<file path="src/rtl/hash_pkg.sv">
// Shared definitions for the hash-table lookup path.
// Contents:
//   - Default widths shared by the insert stage, the lookup stage and the table memory.
//   - entry_t: one table entry, {valid, key, value}, with valid at the MSB.
//   - fold_hash(): XOR-fold hash of a key down to an address, plus a seed.
package hash_pkg;

    localparam int unsigned HASH_KEY_WIDTH   = 32;
    localparam int unsigned HASH_VALUE_WIDTH = 32;
    localparam int unsigned HASH_ADDR_WIDTH  = 10;

    // Widest key and address that fold_hash can handle. Callers zero-extend
    // into these widths and truncate the result back to their own address width.
    localparam int unsigned HASH_MAX_KW = 256;
    localparam int unsigned HASH_MAX_AW = 32;

    typedef struct packed {
        logic                        valid;
        logic [HASH_KEY_WIDTH-1:0]   key;
        logic [HASH_VALUE_WIDTH-1:0] value;
    } entry_t;

    // Key bit i lands in address bit (i mod addr_w). This is the same as
    // zero-padding the key to a multiple of addr_w and XORing all chunks.
    // Bits of the result at or above addr_w stay equal to the seed bits there,
    // so callers pass a seed that is already masked to addr_w bits.
    function automatic logic [HASH_MAX_AW-1:0] fold_hash(
        input logic [HASH_MAX_KW-1:0] key,
        input logic [HASH_MAX_AW-1:0] seed,
        input int unsigned            addr_w
    );
        logic [HASH_MAX_AW-1:0] h;
        logic [4:0]             idx;
        h = seed;
        for (int unsigned i = 0; i < HASH_MAX_KW; i++) begin
            idx    = 5'(i % addr_w);
            h[idx] = h[idx] ^ key[i];
        end
        return h;
    endfunction

endpackage

</file>
<file path="src/rtl/siso_register.sv">
// Serial-in serial-out delay line of DELAY stages. It shifts only when
// write_en is high and clears synchronously on reset.
// Ports:
//   clk, reset              clock and synchronous active-high reset
//   write_en                shift enable
//   data_in  [DATA_WIDTH]   word entering stage 0
//   data_out [DATA_WIDTH]   word leaving the last stage
module siso_register #(
    parameter int unsigned DATA_WIDTH = 8,
    parameter int unsigned DELAY      = 2
) (
    input  logic                  clk,
    input  logic                  reset,
    input  logic                  write_en,
    input  logic [DATA_WIDTH-1:0] data_in,
    output logic [DATA_WIDTH-1:0] data_out
);

    logic [DATA_WIDTH-1:0] pipe_q [DELAY];

    always_ff @(posedge clk) begin
        if (reset) begin
            for (int i = 0; i < int'(DELAY); i++) begin
                pipe_q[i] <= '0;
            end
        end else if (write_en) begin
            pipe_q[0] <= data_in;
            for (int i = 1; i < int'(DELAY); i++) begin
                pipe_q[i] <= pipe_q[i-1];
            end
        end
    end

    assign data_out = pipe_q[DELAY-1];

endmodule

</file>
<file path="src/rtl/lookup_align_stage.sv">
// Read stage of the hash-table lookup pipeline.
// The stage hashes the incoming key straight onto the memory address and
// issues the read. It carries {accept, key, addr} through a delay line that
// matches the memory latency. It then compares the returned entry with the
// delayed key and registers hit/miss and the value.
// Ports:
//   clk, reset                 clock, synchronous active-high reset
//   in_valid/in_ready/in_key   lookup request handshake
//   mem_en, mem_addr           memory clock enable and bucket address
//   mem_rdata                  returned entry {valid, key, value}
//   out_valid/out_ready        result handshake
//   out_hit, out_key, out_value, out_addr   result fields
module lookup_align_stage
    import hash_pkg::*;
#(
    parameter int unsigned             KEY_WIDTH   = HASH_KEY_WIDTH,
    parameter int unsigned             VALUE_WIDTH = HASH_VALUE_WIDTH,
    parameter int unsigned             ADDR_WIDTH  = HASH_ADDR_WIDTH,
    parameter int unsigned             MEM_LATENCY = 2,
    parameter logic [HASH_MAX_AW-1:0]  HASH_SEED   = '0
) (
    input  logic                               clk,
    input  logic                               reset,
    input  logic                               in_valid,
    output logic                               in_ready,
    input  logic [KEY_WIDTH-1:0]               in_key,
    output logic                               mem_en,
    output logic [ADDR_WIDTH-1:0]              mem_addr,
    input  logic [KEY_WIDTH+VALUE_WIDTH:0]     mem_rdata,
    output logic                               out_valid,
    input  logic                               out_ready,
    output logic                               out_hit,
    output logic [KEY_WIDTH-1:0]               out_key,
    output logic [VALUE_WIDTH-1:0]             out_value,
    output logic [ADDR_WIDTH-1:0]              out_addr
);

    localparam int unsigned DL_W = 1 + KEY_WIDTH + ADDR_WIDTH;

    logic                   advance;
    logic                   accept;
    logic [DL_W-1:0]        dl_in;
    logic [DL_W-1:0]        dl_out;
    logic                   dly_valid;
    logic [KEY_WIDTH-1:0]   dly_key;
    logic [ADDR_WIDTH-1:0]  dly_addr;
    logic                   ent_valid;
    logic [KEY_WIDTH-1:0]   ent_key;
    logic [VALUE_WIDTH-1:0] ent_value;

    logic                   out_valid_q, out_valid_d;
    logic                   out_hit_q,   out_hit_d;
    logic [KEY_WIDTH-1:0]   out_key_q,   out_key_d;
    logic [VALUE_WIDTH-1:0] out_value_q, out_value_d;
    logic [ADDR_WIDTH-1:0]  out_addr_q,  out_addr_d;

    // One global stall. The memory, the delay line and the output registers
    // all freeze together, so the data and its key stay aligned.
    assign advance  = !out_valid_q || out_ready;
    assign in_ready = advance;
    assign mem_en   = advance;
    assign accept   = in_valid && advance;

    assign mem_addr = ADDR_WIDTH'(fold_hash(HASH_MAX_KW'(in_key),
                                            HASH_MAX_AW'(HASH_SEED[ADDR_WIDTH-1:0]),
                                            ADDR_WIDTH));

    // Stage boundary: issue -> memory-aligned delay line
    assign dl_in = {accept, in_key, mem_addr};

    siso_register #(
        .DATA_WIDTH (DL_W),
        .DELAY      (MEM_LATENCY)
    ) u_key_delay (
        .clk      (clk),
        .reset    (reset),
        .write_en (advance),
        .data_in  (dl_in),
        .data_out (dl_out)
    );

    assign {dly_valid, dly_key, dly_addr} = dl_out;
    assign {ent_valid, ent_key, ent_value} = mem_rdata;

    // Stage boundary: delay line / memory data -> compare and output registers
    always_comb begin
        out_valid_d = dly_valid;
        out_hit_d   = dly_valid && ent_valid && (ent_key == dly_key);
        out_value_d = out_hit_d ? ent_value : '0;
        out_key_d   = dly_key;
        out_addr_d  = dly_addr;
    end

    always_ff @(posedge clk) begin
        if (reset) begin
            out_valid_q <= 1'b0;
            out_hit_q   <= 1'b0;
            out_key_q   <= '0;
            out_value_q <= '0;
            out_addr_q  <= '0;
        end else if (advance) begin
            out_valid_q <= out_valid_d;
            out_hit_q   <= out_hit_d;
            out_key_q   <= out_key_d;
            out_value_q <= out_value_d;
            out_addr_q  <= out_addr_d;
        end
    end

    assign out_valid = out_valid_q;
    assign out_hit   = out_hit_q;
    assign out_key   = out_key_q;
    assign out_value = out_value_q;
    assign out_addr  = out_addr_q;

endmodule

</file>
<file path="config.mk">
export PLATFORM = sky130hd
export DESIGN_NAME = lookup_align_stage
export DESIGN_NICKNAME = d
export VERILOG_FILES = /design/src/rtl/hash_pkg.sv /design/src/rtl/siso_register.sv /design/src/rtl/lookup_align_stage.sv
export SDC_FILE = /design/constraint.sdc
export NUM_CORES = 1
export LEC_CHECK = 0
export CORE_MARGIN = 4
export CORE_UTILIZATION = 42
export CTS_CLUSTER_DIAMETER = 30
export CTS_CLUSTER_SIZE = 12
export DETAILED_ROUTE_END_ITERATION = 10
export PLACE_DENSITY_LB_ADDON = 0.15
export REMOVE_ABC_BUFFERS = 1
export SLEW_MARGIN = 10
export SYNTH_ARGS = -nofsm -noshare
export SYNTH_HDL_FRONTEND = slang
export SYNTH_SLANG_ARGS = --single-unit
</file>
<file path="constraint.sdc">
create_clock -name clk -period 3.4 [get_ports clk]
set_input_delay 0.68 -clock clk [delete_from_list [all_inputs] [get_ports clk]]
set_output_delay 0.68 -clock clk [all_outputs]
set_load 0.05 [all_outputs]
</file>
**Yosys cells after proc, flatten, opt, wreduce, memory -nomap -nowiden**

Memory sizes are Yosys's and may differ from the RTL's.
Index checks and enable logic that the tools add are counted.

- RAM bits: 86
- Bits in registers: 76
- Bits of input ports: 101
- Memories kept: 1
- Word-level logic and storage cells: 44
- Output and inout bits: 88

- Reductions and logical operators: 5
- Multiplexer cells: 8
- Eq/ne operators: 1
- Bitwise operators: 24

Memory list:

| name | depth | bits a word | read ports | clocked after memory_dff | write ports | RTL line | source |
|---|---|---|---|---|---|---|---|
| u_key_delay.pipe_q | 2 | 43 | 2 | 0 | 2 | siso_register.sv:19 | `logic [DATA_WIDTH-1:0] pipe_q [DELAY];` |

Operators with widths:

| operator | count |
|---|---|
| 43-bit 2-to-1 mux | 2 |
| 32-bit equality test | 1 |
| 32-bit 2-to-1 mux | 1 |
| 1-bit bitwise XOR | 22 |
| 1-bit 2-to-1 mux | 5 |
| 1-bit logical AND | 3 |
| 1-bit bitwise OR | 2 |
| 1-bit logical NOT | 1 |
| 1-bit logical OR | 1 |

**Longest topological paths before layout**

Gate-level depths: netlist of run 1.

- Word-level depth: 6
- Mapped depth: 7
- Mapped depth without buffers: 5

**Cells and area by module**

From an unflattened synthesis of run 1, not the netlist that was laid out.

- Cells, all modules: 562
- Area, all modules: 6894.1 um^2

Modules (own cells, without submodules):

| module | area an instance (um^2) | cells an instance | seq. area each (um^2) | times used |
|---|---|---|---|---|
| siso_register | 3819.9 | 234 | 2582.5 | 1 |
| lookup_align_stage | 3074.2 | 328 | 1521.5 | 1 |

**Worst setup path after synthesis of run 1**

No wires, ideal clock.

- Path type: in2reg
- From: in reset
- To: mem u_key_delay.pipe_q[0][0] in the netlist's numbering (enable)
- Buffers on the path: 2
- Slack: -54 ps
- Stages: 4
- Required time: 2961 ps
- Arrival time: 3015 ps
- Library setup time: 439 ps
- Path through: clkbuf_1 nor2_1 clkbuf_1 inv_1

RTL lines:

| item | RTL line | source |
|---|---|---|
| start, declared | lookup_align_stage.sv:23 | `input logic reset,` |
| end, declared | siso_register.sv:19 |  |

**Worst setup path in the final report of run 1**

- From: in in_key[27]
- To: out mem_addr[7]

- Cells in the longest elaborated chain, start to end: 1

RTL lines:

| item | RTL line | source |
|---|---|---|
| start, declared | lookup_align_stage.sv:26 | `input logic [KEY_WIDTH-1:0] in_key,` |
| 1-bit bitwise XOR | hash_pkg.sv:37 | `h[idx] = h[idx] ^ key[i];` |
| end, declared | lookup_align_stage.sv:28 | `output logic [ADDR_WIDTH-1:0] mem_addr,` |

Every way passes these cells.

==> results.toml, run 1 <==
[synthesis]
yosysSeqAreaShare = 0.6578
yosys-top-cells-area = "edfxtp_1 (41%), dfxtp_1 (24%), and2_1 (8.6%)"
yosys_warnings = 0
synth.ff_latch_count = 162
ys_types = 25
synth_top_area_share = 0.4140
yosysTopAreaCell = "edfxtp_1"
postSynthCellCount = 513
syn-cell-area_mm2 = 0.006238
synth.avg_cell_area_um2 = 12.16

[sta]
slew_headroom = 0.5101
post-route-period-util = 0.8870
rsz0062_at_grt = "false"
slew_viol_final = 0
hold_viol_final = 0
post-route-min-period_ps = 3016
worst_pin_slew_ps = 733.1
setup_slack_ps = 384.2
finalSetupViolCount = 0
clock.fmax_mhz = 331.6
fin_worst_skew_ps = 7.584

[grt]
grt_max_degree = 46
grt-ovfl-total = 0
grt_pass1_wl_um = 22340
antenna_found_initial = 0
grt_pass1_vias = 4364
grt.total_usage = 0.1733

[placement]
dp.cells = 864
portBuffers = 188
pre_cts_slack_ps = 377.3
place.gp.congestion = 0.7663
postPlaceCellArea_mm2 = 0.008273
dp_hpwl_um = 10280

[detailed_routing]
wl_um = 14370
drt_iter0_drc = 277
drc = 0
dr.pass1.iters = 5
vias = 4265
ant_nets = 0
viasPerCell = 4.760
avgRoutedWirePerCell_um = 16.04

[floorplan]
io_pins = 189
die_w_um = 129.9
coreArea_mm2 = 0.01453
dieHeight_um = 129.9
start_util = 0.4292
die_area_mm2 = 0.01687
rows = 44

[finish]
design_area_mm2 = 0.008828
layout.cells.non_filler = 896
fin_nets = 800
antenna_cells = 0
layout-drive-gt1-share = 0.08287
syn2layout_area_growth_pct = 41.52

[critical_path]
cp-end-kind = "output port"
endpoint = "mem_addr[7]"
cp_cell_sequence = "clkdlybuf4s50_1 > xnor2_1 > xnor2_1 > clkdlybuf4s50_1"
worst_r2r_path_depth = 6
timing.rr.end = "out_value[11]$_SDFFE_PP0N_"
cp_max_fo = 2
cp.arrival_ps = 2340
r2r_slack_ps = 1320
slowest_delay_ps = 830
crit_type = "primary input to output port"
critPathLaunchType = "primary input"
startpoint = "in_key[27]"
slowest_stage = "clkdlybuf4s50_1"
crit_required_ps = 2720
reg2reg_from = "u_key_delay.pipe_q[0][76]$_SDFFCE_PN0P_"

[power_and_ir_drop]
leakage_nw = 3.353
max-vdd-ir-drop_mv = 0.3541
powerDensity_mw_per_mm2 = 513.3

[cts]
cts_setup_buffers = 0
cts_sinks = 162
root_buffer = "clkbuf_16"
cts_tree = "yes"
hold_buffers = 0
cts_max_level = 4
insertion_delay_ps = 410
cts_buffers = 17
cts_resized = 0
clockBufferDepth = 2
path_clk_slew_ps = 60

[status]
status = "complete, no violations"

[job]
drv_cap = 0

[hold_path]
min_path_type = "flip-flop to flip-flop"
## sequential cells by signal, summed over array words and instances (netlist names)
signal,flops
u_key_delay.pipe_q,86
out_key,32
out_value,32
out_addr,10
out_hit,1
out_valid,1
## kinds of logic (layout without fill, tap and decap cells)
group / after synthesis / in the layout / share of synthesized area
DFF: 162 / 162 / 0.6578
buffers and inverters: 35 / 234 / 0.02647
AOI/OAI and AO/OA: 78 / 78 / 0.08524
xor gates and xnor gates: 51 / 51 / 0.07160
and+or+nand+nor: 187 / 187 / 0.1588
## layout make-up
cell class	count	area, um^2
fill	1195	5705
sequential	162	4104
multi-input combinational	316	1979
timing repair buffer	197	1939
clock buffer	19	454.2
tap	184	230.2
clock inverter	13	101.3
inverter	5	20.02
## worst max-delay path, delay by kind of cell
kind / cells / cell delay [ps]
xor gates and xnor gates: 2 / 310
buffers and inverters: 2 / 1340
## routing by layer
metal	wire (um)	vias up	track usage
met5	0	-	0
met2	7421	122	0.2912
met3	1007	18	0.05526
met4	238	0	0.06968
met1	5705	2001	0.2073
li1	-	2124	-
## layout by cell type (no fill, tap or decap)
| cell | netlist | layout |
|---|---|---|
| o221a_2 | 1 | 1 |
| nor4_1 | 2 | 2 |
| clkinv_2 | 0 | 1 |
| clkinv_4 | 0 | 2 |
| clkinvlp_4 | 0 | 6 |
| a21o_2 | 1 | 1 |
| nor4_4 | 1 | 1 |
| nor2b_4 | 1 | 1 |
| nand3_1 | 1 | 1 |
| inv_6 | 0 | 4 |
| clkbuf_16 | 0 | 18 |
| inv_2 | 1 | 1 |
| nor2_1 | 5 | 3 |
| nand4_1 | 2 | 2 |
| o2111a_1 | 1 | 1 |
| edfxtp_1 | 86 | 86 |
| clkdlybuf4s50_1 | 0 | 180 |
| inv_1 | 4 | 3 |
| xor2_1 | 26 | 26 |
| buf_12 | 0 | 1 |
| dfxtp_1 | 76 | 76 |
| nor2_4 | 0 | 1 |
| a21oi_1 | 42 | 42 |
| a22o_1 | 32 | 32 |
| nand2_1 | 85 | 85 |
| nor4_2 | 4 | 4 |
| and2_1 | 86 | 86 |
| xnor2_1 | 25 | 25 |
| a222oi_1 | 1 | 1 |
| clkbuf_1 | 24 | 1 |
| nor2_2 | 0 | 1 |
| buf_4 | 1 | 15 |
| buf_2 | 0 | 1 |
| clkinv_1 | 0 | 1 |
## through the flow
| stage | TNS (ps) | total power, mW | hold slack (ps) | utilization |
|---|---|---|---|---|
| finish | 0 | 4.532 | 450.5 | 0.6074 |
| global route | 0 | 4.716 | 465.4 | 0.6074 |
| CTS | 0 | 4.587 | 453.7 | 0.6074 |
| detailed placement | 0 | 2.814 | 445.1 | 0.5692 |
| global placement | 0 | 2.804 | 438.1 | 0.5692 |
| floorplan | -171060 | 2.539 | 459.4 | - |
## where the power goes
part	switching (mW)	internal, mW	total (mW)
sequential	0.0397	2.16	2.20
clock	0.781	0.986	1.77
combinational	0.307	0.254	0.562
## cell usage after synthesis
cell type	n
a21o_2	1
nor2_1	5
nand4_1	2
xor2_1	26
nand3_1	1
nor2b_4	1
clkbuf_1	24
edfxtp_1	86
nor4_2	4
nand2_1	85
xnor2_1	25
inv_2	1
a22o_1	32
buf_6	4
a222oi_1	1
and2_1	86
dfxtp_1	76
inv_1	4
nor4_1	2
buf_1	1
a21oi_1	42
o221a_2	1
buf_4	1
nor4_4	1
o2111a_1	1
## worst min path at each step
stage,from,endpoint,slack (ps),cells past startpoint
2_1_floorplan,u_key_delay.pipe_q[0][85]$_SDFFCE_PN0P_,out_valid$_SDFFE_PP0N_,460,2
3_3_place_gp,out_key[27]$_SDFFE_PP0N_,out_key[27]$_SDFFE_PP0N_,440,2
3_5_place_dp,out_key[0]$_SDFFE_PP0N_,out_key[0]$_SDFFE_PP0N_,450,2
4_1_cts,out_key[0]$_SDFFE_PP0N_,out_key[0]$_SDFFE_PP0N_,450,2
5_1_grt,out_key[2]$_SDFFE_PP0N_,out_key[2]$_SDFFE_PP0N_,470,2
6_report,out_key[0]$_SDFFE_PP0N_,out_key[0]$_SDFFE_PP0N_,450,2
Note: power is estimated with default switching activity, not from simulation.
==> run 2, diff against run 1 <==
Settings changed: CORE_ASPECT_RATIO set to 2.
==> run 2 against run 1 <==
  * Cell count is 1.0% higher
  * Sequential share of layout area is 0.21 points lower
  * Non-clock buffer count stayed put
  * Critical path type unchanged
  * Largest cell class unchanged
==> results.toml, run 2 (synthesis results as in run 1) <==
[status]
status = "complete, no violations"

[sta]
fin_worst_skew_ps = 9.478
holdWs_ps = 449.5
post-route-period-util = 0.9030
rsz0062_at_grt = "false"
worst_pin_slew_ps = 710.1
slew_headroom = 0.5255
hold_viol_final = 0
post-route-min-period_ps = 3070
finalSetupViolCount = 0
finalSetupTns_ps = 0
slew_viol_final = 0
clock.fmax_mhz = 325.7

[floorplan]
rows = 62
die_w_um = 94.18
coreArea_mm2 = 0.01451
io_pins = 189
dieHeight_um = 180.4
die_area_mm2 = 0.01699
start_util = 0.4301

[detailed_routing]
highest_layer = "met4"
wl_met3_um = 1058
drc = 0
met1_length_um = 5390
dr.pass1.iters = 4
ant_nets = 0
met2_length_um = 8551
avgRoutedWirePerCell_um = 16.93
drt_iter0_drc = 151
viasPerCell = 4.758
vias = 4306
wl_um = 15330

[cts]
root_buffer = "clkbuf_16"
cts_sinks = 162
path_clk_slew_ps = 60
insertion_delay_ps = 420
cts_tree = "yes"
cts_resized = 0
cts_max_level = 4
cts_setup_buffers = 0
cts_buffers = 17
clockBufferDepth = 2
hold_buffers = 0

[finish]
mostFrequentLayoutCells = "clkdlybuf4s50_1 (183), and2_1 (86), edfxtp_1 (86), nand2_1 (85), dfxtp_1 (76)"
layout-drive-gt1-share = 0.07865
syn2layout_area_growth_pct = 42.16
fin_nets = 800
layout_commonest_cell = "clkdlybuf4s50_1"
largest_register = "u_key_delay.pipe_q"
largest_reg_flops = 86
layout.cells.non_filler = 905

[grt]
grt_max_degree = 48
grt_pass1_vias = 4806
grt.total_usage = 0.1863
grt-ovfl-total = 0
antenna_found_initial = 1
grt_pass1_wl_um = 24040

[critical_path]
critPathLaunchType = "primary input"
crit_required_ps = 2720
cp-end-kind = "output port"
crit_type = "primary input to output port"
cp_max_fo = 2
cp.arrival_ps = 2390

[power_and_ir_drop]
leakage_nw = 3.379
p_total_mw = 4.624
powerDensity_mw_per_mm2 = 521.4
max-vdd-ir-drop_mv = 0.3639

[placement]
dp.cells = 872
portBuffers = 188
dp_hpwl_um = 11220
place.gp.congestion = 0.7360

[job]
drv_cap = 0

[hold_path]
min_path_type = "flip-flop to flip-flop"
## run 2: cell type report
class,count,area (um^2)
sequential,162,4104
clock buffer,18,429.2
clock inverter,14,145.1
fill,1192,5638
inverter,5,21.27
multi-input combinational,316,1979
timing repair buffer,197,1947
antenna,1,2.502
tap,192,240.2
## run 2: metrics by stage
step,setup slack [ps],util,cell area (um^2)
2_1_floorplan,-1956,-,6092
3_3_place_gp,388.7,0.5716,8292
3_5_place_dp,328.6,0.5716,8292
4_1_cts,323.4,0.6112,8866
5_1_grt,242.4,0.6114,8869
6_report,330.0,0.6114,8869
## run 2: worst paths after layout
| kind | start | to | cells past startpoint | slack (ps) |
|---|---|---|---|---|
| worst max-delay path | in_key[7] | mem_addr[7] | 4 | 330 |
| worst max register to register | u_key_delay.pipe_q[0][72]$_SDFFCE_PN0P_ | out_value[20]$_SDFFE_PP0N_ | 6 | 1370 |
| worst min register to register | out_key[11]$_SDFFE_PP0N_ | out_key[11]$_SDFFE_PP0N_ | 2 | 450 |
| worst min-delay path | out_key[11]$_SDFFE_PP0N_ | out_key[11]$_SDFFE_PP0N_ | 2 | 450 |
## run 2: where the power goes
part,switching (mW),total [mW],leakage (nW),internal [mW]
Sequential,0.0402,2.20,1.62,2.16
Combinational,0.313,0.569,1.48,0.256
Clock,0.817,1.85,0.280,1.03
Total,1.17,4.62,3.38,3.45
## run 2: per-layer routing
layer  vias to the layer above  track usage
li1                       2129            -
met1                      1993       0.1816
met2                       162       0.3497
met3                        22      0.05892
met4                         0      0.07581
met5                         -            0
## run 2: worst max-delay path: stages
cell and delay (ps):
clkdlybuf4s50_1 440, xnor2_1 240, xnor2_1 180, clkdlybuf4s50_1 850
